## src/rtl/branch_resolve.sv

```systemverilog
//============================================================================
// Module   : branch_resolve
// Purpose  : EX-stage branch resolution. Computes the taken decision and the
//            correct next PC, detects mispredicts, issues a fetch redirect via
//            a valid/ready handshake and then flushes IF/ID for FLUSH_CYCLES.
// Options  : define BRANCH_STATS_EN to build saturating branch/mispredict
//            statistics counters; otherwise both count ports read 0.
// Revision : 1.0 - initial release
//============================================================================
`default_nettype none

module branch_resolve #(
    parameter int unsigned FLUSH_CYCLES = 2
) (
    input  logic        clk_i,
    input  logic        rst_i,
    input  logic        ex_valid_i,
    input  logic        ex_is_jump_i,
    input  logic [2:0]  funct3_i,
    input  logic        br_less_i,
    input  logic        br_equal_i,
    output logic        br_unsigned_o,
    input  logic        pred_taken_i,
    input  logic [31:0] pc_i,
    input  logic [31:0] target_i,
    output logic        redirect_valid_o,
    output logic [31:0] redirect_pc_o,
    input  logic        redirect_ready_i,
    output logic        flush_o,
    output logic        stall_o,
    output logic        illegal_o,
    output logic [31:0] branch_count_o,
    output logic [31:0] mispredict_count_o
);

    localparam logic [2:0] C_FLUSH_LOAD = 3'(FLUSH_CYCLES);

    typedef enum logic [1:0] {
        S_IDLE     = 2'd0,
        S_REDIRECT = 2'd1,
        S_FLUSH    = 2'd2
    } state_t;

    state_t      state_q;
    logic [2:0]  flush_cnt_q;
    logic [31:0] redirect_pc_q;
    logic        redirect_valid_q;
    logic        flush_q;
    logic        stall_q;
    logic        illegal_q;

    logic        taken_d;
    logic        reserved_d;
    logic        accept_d;
    logic        mispredict_d;
    logic [31:0] correct_pc_d;

    // Unsigned comparison is only used by BLTU/BGEU.
    assign br_unsigned_o = (funct3_i == 3'b110) || (funct3_i == 3'b111);

    // Taken decision from jump flag, funct3 and comparator results.
    always_comb begin
        taken_d    = 1'b0;
        reserved_d = 1'b0;
        if (ex_is_jump_i) begin
            taken_d = 1'b1;
        end else begin
            case (funct3_i)
                3'b000:          taken_d = br_equal_i;
                3'b001:          taken_d = !br_equal_i;
                3'b100, 3'b110:  taken_d = br_less_i;
                3'b101, 3'b111:  taken_d = !br_less_i;
                default:         reserved_d = 1'b1;
            endcase
        end
    end

    // Only instructions presented while IDLE are resolved; wraps modulo 2^32.
    assign accept_d     = ex_valid_i && (state_q == S_IDLE);
    assign mispredict_d = accept_d && (taken_d != pred_taken_i);
    assign correct_pc_d = taken_d ? target_i : (pc_i + 32'd4);

    // Redirect/flush FSM with registered outputs.
    always_ff @(posedge clk_i) begin
        if (rst_i) begin
            state_q          <= S_IDLE;
            flush_cnt_q      <= 3'd0;
            redirect_pc_q    <= 32'd0;
            redirect_valid_q <= 1'b0;
            flush_q          <= 1'b0;
            stall_q          <= 1'b0;
            illegal_q        <= 1'b0;
        end else begin
            illegal_q <= accept_d && reserved_d;
            case (state_q)
                S_IDLE: begin
                    if (mispredict_d) begin
                        state_q          <= S_REDIRECT;
                        redirect_pc_q    <= correct_pc_d;
                        redirect_valid_q <= 1'b1;
                        stall_q          <= 1'b1;
                    end
                end
                S_REDIRECT: begin
                    if (redirect_ready_i) begin
                        state_q          <= S_FLUSH;
                        redirect_valid_q <= 1'b0;
                        flush_q          <= 1'b1;
                        flush_cnt_q      <= C_FLUSH_LOAD;
                    end
                end
                S_FLUSH: begin
                    if (flush_cnt_q <= 3'd1) begin
                        state_q     <= S_IDLE;
                        flush_q     <= 1'b0;
                        stall_q     <= 1'b0;
                        flush_cnt_q <= 3'd0;
                    end else begin
                        flush_cnt_q <= flush_cnt_q - 3'd1;
                    end
                end
                default: begin
                    state_q          <= S_IDLE;
                    redirect_valid_q <= 1'b0;
                    flush_q          <= 1'b0;
                    stall_q          <= 1'b0;
                    flush_cnt_q      <= 3'd0;
                end
            endcase
        end
    end

    assign redirect_valid_o = redirect_valid_q;
    assign redirect_pc_o    = redirect_pc_q;
    assign flush_o          = flush_q;
    assign stall_o          = stall_q;
    assign illegal_o        = illegal_q;

`ifdef BRANCH_STATS_EN
    logic [31:0] branch_cnt_q;
    logic [31:0] mispredict_cnt_q;

    // Saturating statistics counters.
    always_ff @(posedge clk_i) begin
        if (rst_i) begin
            branch_cnt_q     <= 32'd0;
            mispredict_cnt_q <= 32'd0;
        end else begin
            if (accept_d && (branch_cnt_q != 32'hFFFF_FFFF)) begin
                branch_cnt_q <= branch_cnt_q + 32'd1;
            end
            if (mispredict_d && (mispredict_cnt_q != 32'hFFFF_FFFF)) begin
                mispredict_cnt_q <= mispredict_cnt_q + 32'd1;
            end
        end
    end

    assign branch_count_o     = branch_cnt_q;
    assign mispredict_count_o = mispredict_cnt_q;
`else
    assign branch_count_o     = 32'd0;
    assign mispredict_count_o = 32'd0;
`endif

endmodule

`default_nettype wire

```

## config.mk

```make
export PLATFORM = sky130hd
export DESIGN_NAME = branch_resolve
export DESIGN_NICKNAME = d
export VERILOG_FILES = /design/src/rtl/branch_resolve.sv
export SDC_FILE = /design/constraint.sdc
export NUM_CORES = 1
export LEC_CHECK = 0
export CAP_MARGIN = 20
export CORE_MARGIN = 10
export CORE_UTILIZATION = 39
export CTS_CLUSTER_SIZE = 8
export DETAILED_ROUTE_END_ITERATION = 12
export HOLD_SLACK_MARGIN = 0.15
export PLACE_DENSITY = 0.78
export SYNTH_ARGS = -nofsm -noshare
export SYNTH_HDL_FRONTEND = slang
export SYNTH_SLANG_ARGS = --single-unit
```

## constraint.sdc

```tcl
create_clock -name clk_i -period 2.5 [get_ports clk_i]
set_input_delay 0.5 -clock clk_i [delete_from_list [all_inputs] [get_ports clk_i]]
set_output_delay 0.5 -clock clk_i [all_outputs]
set_load 0.1 [all_outputs]
```

==> results.json <==
{
  "grt.total_usage_pct": 16.5,
  "clkSinkCount": 41,
  "crit_path_end_kind": "register",
  "dp_hpwl_um": 8590,
  "timing.final.hold_violations": 0,
  "dieWidth_um": 109,
  "power.density_cell_area_nw_per_um2": 615,
  "clk_latency_ps": 290,
  "worst_path_max_fanout": 8,
  "area_growth_pct": 44.2,
  "num-nets-final": 616,
  "core_um2": 7730,
  "wl_per_cell_um": 16.2,
  "portBuffers": 111,
  "max-vdd-ir-drop_mv": 0.309,
  "yosys.area_share.xor_xnor_pct": 6.51,
  "wirelength_met1_um": 3960,
  "wl_met2_um": 5200,
  "grt_pass1_vias": 3223,
  "worst-endpoint-required_ps": 2740,
  "yosys.area_share.adder_pct": 2.43,
  "slew-limit-headroom_pct": 53.1,
  "largest_family_of_logic_cells_by_synthesized_area": "simple AND/OR/NAND/NOR gates",
  "path_class": "in2reg",
  "grt_pass1_wl_um": 15800,
  "synthArstFlopShare_pct": 0,
  "skew_ps": 3.09,
  "yosysWarningCount": 0,
  "route.met3.wl_um": 1000,
  "rsz0062_at_grt": "false",
  "ctsLongestPathBuffers": 2,
  "drive_gt1_share_pct": 21.1,
  "fillCellCount": 699,
  "postSynth.topFlopCell": "sky130_fd_sc_hd__dfxtp_1",
  "p_leak_nw": 1.85,
  "ioPinCount": 176,
  "layout.cells.non_filler": 639,
  "fmaxAchievable_mhz": 425,
  "cts_max_level": 2,
  "std_cell_rows": 32,
  "slew_viol_final": 0,
  "synth_cell_types": 61,
  "timing.max_cap.violations": 0,
  "gp_congestion": 0.897,
  "setup-violations-final": 0,
  "avgViaCountPerCell": 4.89,
  "synthSimpleGateAreaFrac_pct": 24.7,
  "max_slew.worst_pin.slew_ps": 703,
  "top_layer": "met4",
  "drt-total-wl_um": 10300,
  "chipHeight_um": 109,
  "min_path_type": "reg2reg",
  "cts_tree": "yes",
  "synth_compound_gate_area_share_pct": 18.4,
  "synthMuxAreaShare_pct": 1.21,
  "final_cell_mix": "81 x sky130_fd_sc_hd__buf_4, 74 x sky130_fd_sc_hd__clkdlybuf4s50_1, 64 x sky130_fd_sc_hd__conb_1",
  "syn-mean-instance-area_um2": 8.02,
  "start_util_pct": 40.0,
  "drt_pre_antenna_iters": 4,
  "root_buffer": "sky130_fd_sc_hd__clkbuf_8",
  "drc": 0,
  "cts.reportedPaths.clkPinSlew_ps": 80,
  "synth-edff-count": 0,
  "global_route.overflow_total": 0,
  "numCtsBuffers": 5,
  "antenna_found_initial": 1,
  "critical_path_arrival_ps": 2600,
  "antenna_violating_nets_post_route": 0,
  "layout_min_cycle_time_ps": 2350,
  "layout.area.seq_um2": 821,
  "die_area_um2": 11900,
  "run_status": "complete, no violations",
  "critPathLaunchType": "input pin",
  "placedCellCount": 630,
  "worst_slack_ps": 145,
  "final_common_cell": "sky130_fd_sc_hd__buf_4",
  "detailedRoute.firstIterationViolations": 144,
  "multi_input_area_um2": 1900,
  "grt_max_degree": 28,
  "ys_seq_elements": 41,
  "mappedNetlistArea_um2": 3090,
  "place_ws_ps": -227,
  "synth_cells": 386,
  "synth-seq-area-share_pct": 26.5,
  "detailroute.via_count": 3124,
  "min_period_over_period_pct": 94.2
}
==> worst paths after layout <==
check | from | to | slack (ps) | cells past startpoint
setup / recovery | funct3_i[2] | redirect_pc_o[15] | 150 | 7
hold / removal | redirect_pc_o[8] | redirect_pc_o[8] | 460 | 2
setup reg to reg | state_q[0] | redirect_pc_o[15] | 520 | 8
hold reg to reg | redirect_pc_o[8] | redirect_pc_o[8] | 460 | 2
==> layout make-up <==
type	instances	share of cell area, %
Clock buffer	7	2.16
Multi-Input combinational cell	314	42.5
Antenna cell	1	0.0561
Tap cell	102	2.86
Clock inverter	1	0.112
Timing Repair Buffer	161	32.9
Sequential cell	41	18.4
Inverter	12	1.01
==> report_power, final <==
| group | internal (W) | switching [W] |
|---|---|---|
| Clock | 0.000250 | 0.000239 |
| Combinational | 0.000373 | 0.00113 |
| Sequential | 0.000715 | 0.0000374 |
==> metal layers <==
layer	global-route usage (%)	vias up
met5	0	-
met4	4.61	0
met3	5.13	15
met2	29.7	130
met1	18.2	1427
li1	-	1552
==> state kept, by name, indices dropped and copies added (netlist names) <==
signal and cells:
redirect_pc_o 32, illegal_o 1, state_q 2, redirect_valid_o 1
flush_cnt_q 3, flush_o 1, stall_o 1
==> logic make-up (layout without fill, tap and decap cells) <==
| logic type | Yosys count | count (layout) |
|---|---|---|
| AO/OA/AOI/OAI | 77 | 77 |
| XOR/XNOR | 23 | 23 |
| adder cells (fa/ha/maj) | 6 | 6 |
| buffers and inverters | 94 | 181 |
| flip-flops | 41 | 41 |
| multiplexers | 2 | 2 |
| other | 1 | 65 |
| AND/OR/NAND/NOR | 142 | 142 |
==> worst max-delay path, cell delays in order <==
cell                              delay, ps
sky130_fd_sc_hd__clkdlybuf4s50_1        450
sky130_fd_sc_hd__or3_1                  420
sky130_fd_sc_hd__a32o_2                 320
sky130_fd_sc_hd__mux2i_4                220
sky130_fd_sc_hd__buf_12                 150
sky130_fd_sc_hd__a2111oi_0              390
sky130_fd_sc_hd__a31o_1                 150
==> synthesized netlist by cell type (8+ instances only) <==
master	count	area, µm²
sky130_fd_sc_hd__nand3_1	17	85.1
sky130_fd_sc_hd__o211ai_1	8	60.1
sky130_fd_sc_hd__nand4_1	12	75.1
sky130_fd_sc_hd__inv_1	12	45.0
sky130_fd_sc_hd__nand2_1	35	131
sky130_fd_sc_hd__a21oi_1	18	90.1
sky130_fd_sc_hd__xnor2_1	20	175
sky130_fd_sc_hd__dfxtp_1	41	821
sky130_fd_sc_hd__clkbuf_1	8	30.0
sky130_fd_sc_hd__nor3_1	9	45.0
sky130_fd_sc_hd__buf_4	65	488
sky130_fd_sc_hd__nor2_1	31	116
==> metrics by stage <==
stage               setup TNS, ps  util, %  hold WS, ps  total power, W  instance area (µm²)
floorplan                       0        -          440         0.00194                 3330
global placement             -766     56.3          444         0.00224                 4350
detailed placement          -3710     56.3          449         0.00226                 4350
CTS                             0     57.6          461         0.00275                 4450
global route                    0     57.7          481         0.00285                 4460
finish                          0     57.7          459         0.00274                 4460
==> what timing repair did <==
item	CTS	global route
gates resized for setup	0	2
buffers inserted	0	0
setup endpoints to repair	0	8
hold buffers	0	0
Note: power is estimated with default switching activity, not from simulation.
